$ cat src/rtl/gfg_development_tros.sv
// gfg_development_tros: gated edge-counting frequency meter (Tiny Tapeout tile top).
// Counts rising edges of ui_in[0] over a 2^(GATE_MIN+sel) clock window, latches the
// count into a result register and shows it on a 7-segment digit and the bidir bus.
// Optional build macro: TROS_SELFTEST_EN adds an internal clk/2 source selectable
// through uio_in[0] in place of the external pin.
module gfg_development_tros #(
    parameter int CNT_W    = 16,
    parameter int GATE_MIN = 8
) (
    input  logic       clk,
    input  logic       rst_n,
    input  logic       ena,
    input  logic [7:0] ui_in,
    output logic [7:0] uo_out,
    input  logic [7:0] uio_in,
    output logic [7:0] uio_out,
    output logic [7:0] uio_oe
);

    localparam int TW = GATE_MIN + 8;

    typedef enum logic [1:0] {
        IDLE,
        COUNT,
        LATCH
    } state_e;

    state_e             state_q, state_d;
    logic [2:0]         sel_q, sel_d;
    logic [TW-1:0]      timer_q, timer_d;
    logic [CNT_W-1:0]   counter_q, counter_d;
    logic [CNT_W-1:0]   result_q, result_d;
    logic               valid_q, valid_d;

    logic               sync1_q, sync2_q, sync3_q;
    logic               src;
    logic               pulse;
    logic               go;
    logic [31:0]        win_len;
    logic [TW-1:0]      last_cnt;
    logic [15:0]        res16;
    logic [3:0]         nibble;
    logic [6:0]         seg;

`ifdef TROS_SELFTEST_EN
    logic               tog_q;
    logic               unused_uio;

    // Free-running clk/2 reference for the self-test source
    always_ff @(posedge clk or negedge rst_n) begin
        if (!rst_n) begin
            tog_q <= 1'b0;
        end else begin
            tog_q <= ~tog_q;
        end
    end

    assign src        = uio_in[0] ? tog_q : ui_in[0];
    assign unused_uio = &{1'b0, uio_in[7:1]};
`else
    logic               unused_uio;

    assign src        = ui_in[0];
    assign unused_uio = &{1'b0, uio_in};
`endif

    // Two-flop synchronizer plus one extra stage for rising-edge detection
    always_ff @(posedge clk or negedge rst_n) begin
        if (!rst_n) begin
            sync1_q <= 1'b0;
            sync2_q <= 1'b0;
            sync3_q <= 1'b0;
        end else begin
            sync1_q <= src;
            sync2_q <= sync1_q;
            sync3_q <= sync2_q;
        end
    end

    assign pulse    = sync2_q & ~sync3_q;
    assign go       = ui_in[6] & ena;
    assign win_len  = 32'd1 << (GATE_MIN + int'(sel_q));
    assign last_cnt = TW'(win_len - 32'd1);

    // Gate-window FSM state and datapath registers
    always_ff @(posedge clk or negedge rst_n) begin
        if (!rst_n) begin
            state_q   <= IDLE;
            sel_q     <= '0;
            timer_q   <= '0;
            counter_q <= '0;
            result_q  <= '0;
            valid_q   <= 1'b0;
        end else begin
            state_q   <= state_d;
            sel_q     <= sel_d;
            timer_q   <= timer_d;
            counter_q <= counter_d;
            result_q  <= result_d;
            valid_q   <= valid_d;
        end
    end

    // Next-state logic: window timing, saturating count, latch and abort
    always_comb begin
        state_d   = state_q;
        sel_d     = sel_q;
        timer_d   = timer_q;
        counter_d = counter_q;
        result_d  = result_q;
        valid_d   = valid_q;
        case (state_q)
            IDLE: begin
                counter_d = '0;
                timer_d   = '0;
                if (go) begin
                    state_d = COUNT;
                    sel_d   = ui_in[3:1];
                end
            end
            COUNT: begin
                if (!go) begin
                    state_d   = IDLE;
                    counter_d = '0;
                    timer_d   = '0;
                end else begin
                    if (pulse && (counter_q != '1)) begin
                        counter_d = counter_q + {{(CNT_W-1){1'b0}}, 1'b1};
                    end
                    if (timer_q == last_cnt) begin
                        state_d = LATCH;
                        timer_d = '0;
                    end else begin
                        timer_d = timer_q + {{(TW-1){1'b0}}, 1'b1};
                    end
                end
            end
            LATCH: begin
                result_d  = counter_q;
                valid_d   = 1'b1;
                counter_d = '0;
                timer_d   = '0;
                if (go) begin
                    state_d = COUNT;
                    sel_d   = ui_in[3:1];
                end else begin
                    state_d = IDLE;
                end
            end
            default: begin
                state_d = IDLE;
            end
        endcase
    end

    assign res16  = 16'(result_q);
    assign nibble = res16[{ui_in[5:4], 2'b00} +: 4];

    // Hex nibble to segments a..g (bit0 = a, active-high)
    always_comb begin
        seg = 7'h00;
        case (nibble)
            4'h0: seg = 7'h3F;
            4'h1: seg = 7'h06;
            4'h2: seg = 7'h5B;
            4'h3: seg = 7'h4F;
            4'h4: seg = 7'h66;
            4'h5: seg = 7'h6D;
            4'h6: seg = 7'h7D;
            4'h7: seg = 7'h07;
            4'h8: seg = 7'h7F;
            4'h9: seg = 7'h6F;
            4'hA: seg = 7'h77;
            4'hB: seg = 7'h7C;
            4'hC: seg = 7'h39;
            4'hD: seg = 7'h5E;
            4'hE: seg = 7'h79;
            4'hF: seg = 7'h71;
            default: seg = 7'h00;
        endcase
    end

    assign uo_out  = {valid_q, seg};
    assign uio_out = ui_in[7] ? res16[15:8] : res16[7:0];
    assign uio_oe  = '1;

endmodule

$ cat config.mk
export PLATFORM = sky130hd
export DESIGN_NAME = gfg_development_tros
export DESIGN_NICKNAME = d
export VERILOG_FILES = /design/src/rtl/gfg_development_tros.sv
export SDC_FILE = /design/constraint.sdc
export NUM_CORES = 1
export LEC_CHECK = 0
export BUFFER_PORTS_ARGS = -buffer_cell sky130_fd_sc_hd__buf_2
export CAP_MARGIN = 10
export CORE_AREA = 5 5 110 71
export DETAILED_ROUTE_END_ITERATION = 8
export DIE_AREA = 0 0 115 76
export PLACE_DENSITY = 0.75
export SYNTH_ARGS = -nofsm -noshare
export SYNTH_HDL_FRONTEND = slang
export SYNTH_SLANG_ARGS = --single-unit
export TNS_END_PERCENT = 100
$ cat constraint.sdc
create_clock -name clk -period 2.47 [get_ports clk]
set_input_delay 0.247 -clock clk [delete_from_list [all_inputs] [get_ports clk]]
set_output_delay 0.247 -clock clk [all_outputs]
set_load 0.02 [all_outputs]
* Word-level counts from Yosys, hierarchy flattened
Memories as Yosys holds them, arrays and structs flattened. Cells that the tools add are included.
Storage, ports and cells: bits in registers 57, ROM bits 112, output and inout bits 24, logic and storage cells 45, memories kept 1
Operators by class: add/subtract/negate cells 4, eq/ne operators 7, shifts and indexed selects 2, muxes and demuxes 12, bitwise gates (word level) 3, reduce and logical (&&, ||, !) cells 7
Memory list:
- (name not given) | depth 16, width 7, read ports 1, clocked after memory_dff 0, wr ports 0, RTL line 162 | case (nibble)
Operators by type and width (number):
- $mux 16 | 4
- $pmux 16 s2 | 2
- $add 16x1->16 const B | 2
- $eq 16x16->1 | 1
- $ne 16x16->1 const B | 1
- $shiftx 16x5->4 | 1
- $shl 1x5->16 const A | 1
- $sub 16x1->16 const B | 1
- $mux 8 | 1
- $mux 2 | 3
- $ne 3x3->1 const B | 2
- $pmux 2 s3 | 1
- $reduce_and 2->1 | 3
- $add 4x3->5 const A | 1
- $and 1x1->1 | 2
- $eq 2x1->1 const B | 1
- $eq 2x2->1 const B | 1
- $logic_not 2->1 | 1
- $ne 2x2->1 const B | 1
- $reduce_bool 2->1 | 1
- $reduce_or 2->1 | 1
- $logic_and 1x1->1 | 1
- $mux 1 | 1
- $not 1->1 | 1

* Logic depth before layout (Yosys ltp)
word-level depth 7, mapped depth 11, depth with buffers taken out 9

* Worst setup path before layout
No wires, ideal clock.
path kind register to register, start register sel_q[2], end register timer_q[14], library setup time 0.149 ns, arrival time 2.343 ns, required time 2.321 ns, slack -0.022 ns, stages on the path, launching flop included 11, buffers on the path 2, period minus slack after synthesis 2.492 ns, cells stage by stage dfrtp_1 > buf_6 > or3_4 > ha_1 > xor2_1 > a211oi_1 > o2111ai_1 > a311o_2 > buf_6 > nand4_1 > o311ai_0
On the way: word-level cells in the longest chain between the ends 7
RTL lines:
- from (decl) | RTL line 29 | logic [2:0] sel_q, sel_d;
- from (signal assigned) | RTL line 96 | sel_q <= sel_d;
- $add 4x3->5 | RTL line 82 | assign win_len = 32'd1 << (GATE_MIN + int'(sel_q));
- $shl 1x5->16 | RTL line 82
- $sub 16x1->16 | RTL line 83 | assign last_cnt = TW'(win_len - 32'd1);
- $eq 16x16->1 | RTL line 130 | if (timer_q == last_cnt) begin
- $mux 16 | RTL line 130
- $mux 16 | RTL line 122 | if (!go) begin
- $pmux 16 s2 | RTL line 112 | case (state_q)
- to (signal assigned) | RTL line 97 | timer_q <= timer_d;
- to (decl) | RTL line 30 | logic [TW-1:0] timer_q, timer_d;
No other way between the ends. A chain may end at the register's enable or synchronous reset.

* Worst setup path after layout
start register sel_q[2], end register timer_q[7]
The elaborated chain is that of the path after synthesis.

==> impl_metrics.xml <==
<?xml version="1.0" encoding="UTF-8"?>
<metrics>
  <group name="logic_synthesis">
    <metric name="ys_dominant_reg_cell" unit="">sky130_fd_sc_hd__dfrtp_1</metric>
    <metric name="ys_async_rst_share" unit="%">100</metric>
    <metric name="synth.cell_area" unit="um2">3410</metric>
    <metric name="yosys_register_bits" unit="">57</metric>
    <metric name="yosysUniqueCellTypes" unit="">54</metric>
    <metric name="postSynthAreaPerCell" unit="um2">9.90</metric>
    <metric name="seq_area_frac_synth" unit="%">41.9</metric>
    <metric name="yosysWarningCount" unit="">0</metric>
    <metric name="post_synth_inst_count" unit="">344</metric>
    <metric name="synth-edff-count" unit="">0</metric>
  </group>
  <group name="grt">
    <metric name="groute.layer.met2.usage" unit="%">26.2</metric>
    <metric name="globalRoute.busiestLayer" unit="">met1</metric>
    <metric name="grt_max_degree" unit="">24</metric>
    <metric name="track_usage" unit="%">19.3</metric>
    <metric name="grt_use_met1" unit="%">29.4</metric>
    <metric name="number_of_global_route_vias_before_repair" unit="">2621</metric>
    <metric name="global_route_wire_length_before_repair" unit="um">13500</metric>
    <metric name="grt.overflow.total" unit="">0</metric>
    <metric name="grtUsageMet3" unit="%">5.71</metric>
    <metric name="initial_antenna_violation_count" unit="">0</metric>
  </group>
  <group name="timing">
    <metric name="slew_at_the_pin_with_the_worst_max_slew_slack" unit="ns">0.836</metric>
    <metric name="setup-tns-final" unit="ns">-0.0622</metric>
    <metric name="maxSlewViolCount" unit="">0</metric>
    <metric name="finalCriticalPeriod" unit="ns">2.50</metric>
    <metric name="number_of_hold_violations_in_the_final_report" unit="">0</metric>
    <metric name="final_worst_path_cycle_share" unit="%">101</metric>
    <metric name="fmaxAchievable" unit="MHz">399</metric>
    <metric name="rsz0062_at_grt" unit="">true</metric>
    <metric name="clock_skew" unit="ns">0.00761</metric>
    <metric name="finalSetupViolations" unit="">4</metric>
    <metric name="finalWorstSetupSlack" unit="ns">-0.0341</metric>
    <metric name="timing.max_slew.rel_slack" unit="%">44.3</metric>
  </group>
  <group name="floorplan">
    <metric name="die-width" unit="um">115</metric>
    <metric name="fp.dieH" unit="um">76</metric>
    <metric name="core_region_area" unit="um2">6850</metric>
    <metric name="rows" unit="">24</metric>
    <metric name="starting_density_of_the_core" unit="%">49.7</metric>
    <metric name="io_pins" unit="">43</metric>
    <metric name="fp.dieArea" unit="um2">8740</metric>
  </group>
  <group name="critical_path">
    <metric name="worstSetupPathType" unit="">reg2reg</metric>
    <metric name="critical_path.slowest_cell" unit="">sky130_fd_sc_hd__or3_4</metric>
    <metric name="worst-r2r-cell-count" unit="">9</metric>
    <metric name="r2r_setup_slack" unit="ns">-0.03</metric>
    <metric name="worst-endpoint-required" unit="ns">2.69</metric>
    <metric name="worstPathCellList" unit="">or3_4 &gt; ha_4 &gt; xnor2_2 &gt; nor4_2 &gt; o2111ai_1 &gt; a311o_2 &gt; buf_8 &gt; a31oi_1 &gt; mux2i_1</metric>
    <metric name="worstSetupStartpointType" unit="">register</metric>
    <metric name="end_kind" unit="">register</metric>
    <metric name="critical_path_fanouts_max" unit="">7</metric>
    <metric name="worst-endpoint-arrival" unit="ns">2.72</metric>
    <metric name="max_stage_delay" unit="ns">0.41</metric>
  </group>
  <group name="cells_and_area">
    <metric name="final_nets" unit="">412</metric>
    <metric name="final_cells" unit="">479</metric>
    <metric name="n_fill_cell" unit="">571</metric>
    <metric name="area_delta_synth_final" unit="%">18.3</metric>
    <metric name="final_area" unit="um2">4030</metric>
    <metric name="antennaDiodeCount" unit="">0</metric>
    <metric name="drive_above_1_share" unit="%">30.4</metric>
  </group>
  <group name="routing">
    <metric name="dr.first_iter.drc_count" unit="">274</metric>
    <metric name="drt_pre_antenna_iters" unit="">4</metric>
    <metric name="detailroute.via_count" unit="">2817</metric>
    <metric name="route.detailed.vias_per_inst" unit="">5.88</metric>
    <metric name="drtAntennaViolNets" unit="">0</metric>
    <metric name="drt_drc_violations_left" unit="">0</metric>
    <metric name="totalWireLength" unit="um">8040</metric>
    <metric name="avgRoutedWirePerCell" unit="um">16.8</metric>
  </group>
  <group name="worst_hold_path">
    <metric name="min_path_type" unit="">in2reg</metric>
    <metric name="worstHoldPathCells" unit="">3</metric>
  </group>
  <group name="placed_design">
    <metric name="placement.setup.worst_slack" unit="ns">-0.0858</metric>
    <metric name="place_inst" unit="">454</metric>
    <metric name="placedInstanceArea" unit="um2">3600</metric>
    <metric name="portBuffers" unit="">26</metric>
    <metric name="globalplace.congestion" unit="">0.814</metric>
    <metric name="dpl.hpwl" unit="um">5360</metric>
  </group>
  <group name="clock_network">
    <metric name="cts-root-buf" unit="">sky130_fd_sc_hd__clkbuf_8</metric>
    <metric name="clock_sinks" unit="">57</metric>
    <metric name="clock_tree.htree_level_count" unit="">3</metric>
    <metric name="max-clock-path-buffers" unit="">2</metric>
    <metric name="cts_inserted_buffers" unit="">9</metric>
    <metric name="cts_tree" unit="">yes</metric>
    <metric name="worst_skew_pair.late_latency" unit="ns">0.34</metric>
    <metric name="path_clk_slew" unit="ns">0.07</metric>
  </group>
  <group name="pwr">
    <metric name="power.density" unit="nW/um2">528</metric>
    <metric name="static-leakage-power" unit="nW">1.81</metric>
    <metric name="irDropWorstVdd" unit="V">0.000401</metric>
  </group>
  <group name="flow_run">
    <metric name="drv_cap" unit="">0</metric>
  </group>
  <group name="run_status">
    <metric name="failed_checks" unit="">setup timing</metric>
    <metric name="status" unit="">finished, violations left</metric>
  </group>
</metrics>
-- cell families (layout without fill, tap and decap cells) --
kind of cell    Yosys count  in the layout  synth area share, %
fa+ha+maj                10             10                 3.67
compound gates           69             69                 14.7
simple gates            131            131                 19.4
mux                      34             34                 12.8
buf+inv                  36             73                 5.88
other cells               1              8                0.110
flops                    57             57                 41.9
xor+xnor                  6              6                 1.54
-- metal layers --
metal / share of wire, % / vias to the layer above / wire length, um
li1: - / 1333 / -
met1: 48 / 1363 / 3890
met2: 43 / 109 / 3460
met3: 7.3 / 12 / 590
met4: 1.2 / 0 / 99
met5: 0 / - / 0
-- flip-flops by register name (all words and copies together), names as in the netlist --
register,flops
state_q,2
timer_q,16
valid_q,1
sync2_q,1
counter_q,16
sel_q,3
sync1_q,1
sync3_q,1
res16,16
-- synthesized netlist by cell type, drive strengths merged (2+ instances only) --
cell type | instances | share of area (%)
nor3 | 4 | 0.59
a41oi | 3 | 0.99
a21oi | 10 | 1.5
nor2 | 20 | 2.2
a31oi | 13 | 2.4
and2 | 2 | 0.37
inv | 11 | 1.2
o21ai | 9 | 1.3
a21o | 2 | 0.44
nor3b | 2 | 0.59
mux4 | 5 | 3.3
nand3 | 23 | 3.4
dfrtp | 57 | 42
nand4 | 11 | 2.0
a221o | 3 | 0.88
mux2i | 2 | 0.59
o21bai | 2 | 0.44
or3 | 3 | 0.70
nand2 | 38 | 4.2
xor2 | 3 | 0.77
and3 | 9 | 1.7
nand2b | 5 | 0.92
or2 | 2 | 0.37
a22oi | 6 | 1.3
a22o | 2 | 0.51
clkbuf | 8 | 0.88
buf | 17 | 3.8
or2b | 2 | 0.44
xnor2 | 3 | 0.77
nor2b | 7 | 1.3
o311ai | 8 | 2.1
ha | 10 | 3.7
mux2 | 27 | 8.9
-- through the flow --
stage	utilization, %	power [mW]	hold WS, ns
final	58.8	2.13	0.130
after global routing	58.8	2.22	0.122
after CTS	57.1	2.13	0.116
after floorplan	-	1.11	-0.0486
after detailed placement	52.6	1.16	0.218
after global placement	52.6	1.16	0.214
-- repair_timing --
item / CTS / global route
buffers inserted: 4 / 2
hold buffers: 2 / 0
resized for setup: 9 / 28
setup endpoints to repair: 13 / 18
endpoints found under the hold margin: 18 / 0
gates cloned: 0 / 1
pin swaps: 1 / 13
-- cells in the final DEF, fill, tap and decap left out, drive strengths merged, types with 2 or more instances in the layout --
cell type / Yosys / layout
nand2: 38 / 38
clkbuf: 8 / 10
xor2: 3 / 3
o21bai: 2 / 2
ha: 10 / 10
o311ai: 8 / 8
mux2i: 2 / 2
nand4: 11 / 11
and2: 2 / 2
nand3: 23 / 23
nor3: 4 / 4
a221o: 3 / 3
and3: 9 / 9
nor3b: 2 / 2
mux4: 5 / 5
o21ai: 9 / 9
xnor2: 3 / 3
a41oi: 3 / 3
dlygate4sd3: 0 / 2
nor2b: 7 / 7
a22oi: 6 / 6
or2b: 2 / 2
conb: 1 / 8
a31oi: 13 / 13
or3: 3 / 3
inv: 11 / 11
clkinv: 0 / 5
buf: 17 / 43
mux2: 27 / 27
a21o: 2 / 2
dfrtp: 57 / 57
a22o: 2 / 2
or2: 2 / 2
nor2: 20 / 20
a21oi: 10 / 10
nand2b: 5 / 5
bufinv: 0 / 2
-- report_power, final --
part           total (mW)  switching [mW]  leakage [nW]  internal (mW)
sequential          0.954         0.00810         0.782          0.946
combinational       0.231           0.127         0.912          0.104
clock               0.942           0.383         0.113          0.558
total                2.13           0.518          1.81           1.61
-- worst max-delay path, delay by kind of cell, from the launching register on --
kind / cells / cell delay [ns]
muxes: 1 / 0.09
xor gates and xnor gates: 1 / 0.13
DFF: 1 / 0.38
buffers and inverters: 1 / 0.16
AOI/OAI and AO/OA: 3 / 0.71
and+or+nand+nor: 2 / 0.64
adders and majority gates: 1 / 0.26
-- cell type report --
class | count | area (um2) | share of cell area, %
Multi-Input combinational cell | 258 | 1910 | 47.5
Sequential cell | 57 | 1430 | 35.4
Timing Repair Buffer | 46 | 325 | 8.07
Clock buffer | 9 | 124 | 3.07
Tap cell | 91 | 114 | 2.83
Clock inverter | 7 | 85.1 | 2.11
Inverter | 11 | 41.3 | 1.02
-- worst paths after layout --
path / start / end
min in group asynchronous: rst_n / timer_q[12]
worst min register to register: sync1_q / sync2_q
worst min-delay path: ui_in[1] / sel_q[0]
worst max register to register: sel_q[2] / timer_q[7]
max in group asynchronous: rst_n / sel_q[0]
worst max-delay path: sel_q[2] / timer_q[7]
(Power assumes the default switching activity.)
